==> src/rtl/cdb_arbiter.sv <==
// cdb_arbiter
// Common data bus arbiter for a Tomasulo-style core. Several result sources
// (functional units, register bank) compete for one broadcast slot per cycle.
// A one-hot grant is produced combinationally from the current requests. The
// granted source's tag/register/data are captured onto the registered CDB
// outputs on the same clock edge, so the broadcast appears one cycle later.
//
// Ports
//   clk        : sole clock, rising edge
//   rst        : synchronous active-high reset
//   req        : per-source request (bit i = source i holds a valid result)
//   tag_in     : per-source producer label, slice i at [i*TAG_W +: TAG_W]
//   reg_in     : per-source destination register, sliced like tag_in
//   data_in    : per-source result data, sliced like tag_in
//   grant      : combinational one-hot grant, zero when idle or in reset
//   cdb_valid  : registered, high for one cycle per broadcast
//   cdb_src    : registered index of the broadcasting source
//   cdb_tag    : registered broadcast producer label
//   cdb_reg    : registered broadcast destination register
//   cdb_data   : registered broadcast data
module cdb_arbiter #(
    parameter int N_SRC   = 3,
    parameter int DATA_W  = 16,
    parameter int TAG_W   = 3,
    parameter int REG_W   = 3,
    parameter int RR_MODE = 1
) (
    input  logic                        clk,
    input  logic                        rst,
    input  logic [N_SRC-1:0]            req,
    input  logic [N_SRC*TAG_W-1:0]      tag_in,
    input  logic [N_SRC*REG_W-1:0]      reg_in,
    input  logic [N_SRC*DATA_W-1:0]     data_in,
    output logic [N_SRC-1:0]            grant,
    output logic                        cdb_valid,
    output logic [$clog2(N_SRC)-1:0]    cdb_src,
    output logic [TAG_W-1:0]            cdb_tag,
    output logic [REG_W-1:0]            cdb_reg,
    output logic [DATA_W-1:0]           cdb_data
);

    localparam int SRC_W = $clog2(N_SRC);

    logic [SRC_W-1:0]  ptr;
    logic [SRC_W-1:0]  gnt_idx;
    logic              gnt_any;
    int                cand;
    logic [TAG_W-1:0]  sel_tag;
    logic [REG_W-1:0]  sel_reg;
    logic [DATA_W-1:0] sel_data;
    logic [SRC_W-1:0]  ptr_next;

    // Search the requests starting at ptr (round-robin) or at 0 (fixed
    // priority), wrapping past the top index. The first hit wins.
    always_comb begin
        grant   = '0;
        gnt_idx = '0;
        gnt_any = 1'b0;
        cand    = 0;
        if (!rst) begin
            for (int k = 0; k < N_SRC; k++) begin
                cand = (RR_MODE != 0) ? int'(ptr) + k : k;
                if (cand >= N_SRC) begin
                    cand = cand - N_SRC;
                end
                if (!gnt_any && req[SRC_W'(cand)]) begin
                    gnt_any = 1'b1;
                    gnt_idx = SRC_W'(cand);
                end
            end
            if (gnt_any) begin
                grant[gnt_idx] = 1'b1;
            end
        end
    end

    // Payload selection for the granted source.
    always_comb begin
        sel_tag  = '0;
        sel_reg  = '0;
        sel_data = '0;
        for (int i = 0; i < N_SRC; i++) begin
            if (gnt_idx == SRC_W'(i)) begin
                sel_tag  = tag_in[i*TAG_W +: TAG_W];
                sel_reg  = reg_in[i*REG_W +: REG_W];
                sel_data = data_in[i*DATA_W +: DATA_W];
            end
        end
    end

    // Pointer moves just past the winner; explicit wrap because N_SRC
    // need not be a power of two.
    assign ptr_next = (gnt_idx == SRC_W'(N_SRC - 1)) ? '0 : gnt_idx + 1'b1;

    // Broadcast register. Payload holds its last value when idle so
    // consumers can still observe the most recent result.
    always_ff @(posedge clk) begin
        if (rst) begin
            cdb_valid <= 1'b0;
            cdb_src   <= '0;
            cdb_tag   <= '0;
            cdb_reg   <= '0;
            cdb_data  <= '0;
            ptr       <= '0;
        end else if (gnt_any) begin
            cdb_valid <= 1'b1;
            cdb_src   <= gnt_idx;
            cdb_tag   <= sel_tag;
            cdb_reg   <= sel_reg;
            cdb_data  <= sel_data;
            ptr       <= ptr_next;
        end else begin
            cdb_valid <= 1'b0;
        end
    end

endmodule
==> config.mk <==
export PLATFORM = sky130hd
export DESIGN_NAME = cdb_arbiter
export DESIGN_NICKNAME = d
export VERILOG_FILES = /design/src/rtl/cdb_arbiter.sv
export SDC_FILE = /design/constraint.sdc
export NUM_CORES = 1
export LEC_CHECK = 0
export CAP_MARGIN = 15
export CORE_ASPECT_RATIO = 0.6
export CORE_UTILIZATION = 38
export CTS_CLUSTER_SIZE = 14
export DETAILED_ROUTE_END_ITERATION = 6
export PLACE_DENSITY = 0.78
export SKIP_LAST_GASP = 1
export SYNTH_ARGS = -nofsm -noshare
export SYNTH_HDL_FRONTEND = slang
export SYNTH_SLANG_ARGS = --single-unit
==> constraint.sdc <==
create_clock -name clk -period 3.5 [get_ports clk]
set_clock_uncertainty 0.2 [all_clocks]
set_input_delay 0.875 -clock clk [delete_from_list [all_inputs] [get_ports clk]]
set_output_delay 0.875 -clock clk [all_outputs]
set_load 0.005 [all_outputs]
==> implementation parameters <==
Parameter                              Value

Status
  Status ... complete, no violations

Drt
  Via density per instance ... 5.86
  Number of vias after detailed routing ... 2069
  Initial drt markers ... 72
  Detail-routed net length per standard cell ... 17.0 um
  First-pass iteration count of the detailed router ... 4
  DRT met1 WL ... 2780 um
  Drc violations ... 0
  Uppermost signal routing layer after detailed routing ... met4
  Met3 routed WL ... 564 um
  Antenna viol nets, final ... 0
  Total Wirelength ... 6010 um
  Detail Route met2 WL ... 2660 um

Floorplanning
  Die outline area ... 4860 sq um
  Site row count ... 18
  Core area ... 4260 sq um
  Die boundary height ... 54.4 um
  Initial core utilization ... 0.409
  Number of top-level design ports ... 99
  Width of the die ... 89.3 um

Layout
  Util after Layout ... 0.691
  Layout net count ... 369
  Fin cells ... 353
  Largest register FFs ... 16
  Layout filler cell count ... 333
  Area growth from synthesis to layout ... 69.1%
  Count of antenna diodes in the layout ... 0
  Fraction of final layout cells with drive strength greater than 1 ... 0.133

Global routing
  Initial antenna violation count ... 0
  Wire length of the first global-routing pass ... 9290 um
  Global route total overflow ... 0
  Via count of the first global-routing pass ... 1891
  Global-route usage over all layers ... 0.254
  Largest net degree at the start of global routing ... 26

Setup path
  Critical Path, Cell by Cell ... inv_1 -> ha_1 -> inv_1 -> o22a_1 -> a32oi_4 -> buf_4 -> nor3b_2 -> dlygate4sd2_1
  Nature of the critical path endpoint ... primary output
  Arrival time worst endpoint ... 2250 ps
  Cell type group with the largest total delay on the critical path ... buffers and inverters
  R2R Path End ... cdb_data[12]
  Reg-to-reg startpoint ... ptr[0]
  Critical path's most frequent cell ... sky130_fd_sc_hd__inv_1
  Bufs and invs on worst path ... 4
  Type of origin of the critical path ... register
  Critical-path cell with the highest stage delay ... sky130_fd_sc_hd__ha_1
  Register-to-register setup slack ... 740 ps
  CP peak stage delay ... 480 ps
  Worst Path Max Fanout ... 10
  CP required ... 2420 ps
  Worst Setup Path Type ... reg2out
  FF-to-FF path depth ... 7

Clock network
  CTS sink count ... 27
  Cell at the root of the clock tree ... sky130_fd_sc_hd__clkbuf_8
  Clock buffers created by TritonCTS ... 3
  Maximum clock insertion buffer count ... 2
  CTS hold repair buffers ... 0
  Clock transition at the registers of the reported paths ... 90 ps
  Clock tree from TritonCTS ... done
  Worst-Skew Late Latency ... 270 ps
  Maximum level of the CTS H-tree ... 1

Yosys
  FFs w/ async S/R, synth ... 0
  Top area cells in the synthesized netlist ... sky130_fd_sc_hd__dfxtp_1, sky130_fd_sc_hd__o211ai_1, sky130_fd_sc_hd__a221o_1, sky130_fd_sc_hd__a211oi_1, sky130_fd_sc_hd__clkbuf_1
  Area share of the largest cell type after synthesis ... 0.311
  Count leader, synth ... sky130_fd_sc_hd__o211ai_1
  Most instantiated cells after synthesis ... sky130_fd_sc_hd__o211ai_1, sky130_fd_sc_hd__dfxtp_1, sky130_fd_sc_hd__a221o_1, sky130_fd_sc_hd__a211oi_1, sky130_fd_sc_hd__clkbuf_1
  Number of synthesized register bits ... 27
  Post-synthesis average cell area ... 9.15 sq um
  Syn Nets ... 265
  Count of distinct cell types in the synthesized netlist ... 36
  Part of the Yosys area used for sequential elements ... 0.311
  Number of warnings printed during yosys synthesis ... 0
  Leading area contributor after synthesis ... sky130_fd_sc_hd__dfxtp_1
  Cell count after synthesis ... 190
  Post-synth design cell area ... 1740 sq um
  Number of enable flip-flop cells after synthesis ... 0
  Top_reg_cell synth ... sky130_fd_sc_hd__dfxtp_1

Power
  Static Leak ... 1.05 nW
  Power per unit of standard cell area ... 745 nW/um^2
  Total power ... 0.00219 W
  Peak supply drop ... 657 uV

Placed design
  Port buffer count ... 98
  Final Wtd Congestion ... 0.836
  Placed Cells ... 348
  HPWL Detailed ... 4440 um
  Placement-stage worst setup slack ... -385 ps

Timing
  Worst max-slew margin expressed relative to the limit ... 0.464
  RSZ-0062 raised after global routing ... false
  Transition time of the tightest slew-check pin ... 804 ps
  Number of hold violations in the final report ... 0
  Fin crit period ... 3320 ps
  Timing-limited maximum frequency ... 0.301 GHz
  Final period utilization ... 0.950
  Post-layout worst setup margin ... 176 ps
  Final Slew Violations ... 0
  Final-report setup violation count ... 0

Worst hold path
  Worst hold path cell count ... 1
  Hold Path End ... cdb_tag[1]
  Class of the tightest hold or removal check ... reg2reg
  Worst Hold Launch ... cdb_tag[1]

Job
  Max-cap violations ... 0
[worst max path at each step]
stage               startpoint       end  slack (ps)  cells past startpoint
global placement        req[2]  grant[1]        -350                      6
finish                  ptr[0]  grant[2]         180                      8
CTS                     req[0]  grant[1]         -30                      6
global route            ptr[0]  grant[2]          20                      8
detailed placement      req[2]  grant[1]        -380                      6
floorplan               req[2]  grant[1]         440                      5
[cells in the final DEF (no fill, tap or decap), drive strengths merged]
cell           netlist  layout
a32oi                2       2
nand2                2       2
o21a                 2       2
mux2i                2       2
inv                  6       6
a21o                 1       1
nand3b               2       2
and2                 1       1
nor3                 2       2
a22o                 1       1
o211ai              44      44
nor2                 3       3
nor4b                1       1
a21oi                4       4
clkbuf              15       6
clkdlybuf4s50        0      92
o21ai                4       4
o2111ai              2       2
dlygate4sd2          0       3
o22a                 1       1
ha                   4       4
nor2b                1       1
nand2b               4       4
dlymetal6s2s         0       1
nand3                1       1
or3                  1       1
a221o               22      22
a21bo                1       1
dfxtp               27      27
a221oi               2       2
buf                  8      24
clkinv               1       1
nor3b                2       2
a211oi              21      21
[per-stage QoR]
step / hold slack (ps) / instance area (sq um) / TNS, ps
final: 293 / 2940 / 0
after global routing: 318 / 2940 / 0
after global placement: 268 / 2890 / -963
after CTS: 300 / 2950 / -26.9
after floorplan: 260 / 1740 / 0
after detailed placement: 274 / 2890 / -1020
[report_power, final]
part           total (W)  internal [W]  switching [W]
combinational    0.00147      0.000752       0.000716
clock           0.000179     0.0000816      0.0000977
sequential      0.000544      0.000457      0.0000877
[layer usage]
layer | vias to the layer above | GRT usage
li1 | 997 | -
met1 | 976 | 0.348
met2 | 94 | 0.413
met3 | 2 | 0.0649
met4 | 0 | 0.0370
met5 | - | 0
[worst reg2reg max path, cell delays in order (launching register included)]
cell	delay, ps
sky130_fd_sc_hd__dfxtp_1	390
sky130_fd_sc_hd__inv_1	80
sky130_fd_sc_hd__ha_1	480
sky130_fd_sc_hd__nor2b_1	250
sky130_fd_sc_hd__o21a_1	670
sky130_fd_sc_hd__o211ai_1	200
sky130_fd_sc_hd__a211oi_1	290
sky130_fd_sc_hd__a221o_1	150
[layout make-up]
cell class | instances | area [sq um] | share of cell area
repair buffers | 122 | 1150 | 0.391
flip-flops and latches | 27 | 541 | 0.184
inverters | 7 | 26.3 | 0.00894
multi-input cells | 133 | 1100 | 0.375
clock buffers | 4 | 45.0 | 0.0153
well taps | 60 | 75.1 | 0.0255
[timing repair]
item	4_1_cts	5_1_grt
pin swaps	2	0
buffers inserted	1	0
setup endpoints to repair	3	3
gates resized for setup	7	6
[cells by family (layout without fill, tap and decap cells)]
| logic type | after synthesis | after routing | share of synthesized area |
|---|---|---|---|
| and+or+nand+nor | 20 | 20 | 0.0734 |
| muxes | 2 | 2 | 0.0115 |
| buffers and inverters | 30 | 133 | 0.0734 |
| AOI/OAI and AO/OA | 107 | 107 | 0.502 |
| DFF | 27 | 27 | 0.311 |
| adders and majority gates | 4 | 4 | 0.0288 |
Note: power is estimated with default switching activity, not from simulation.
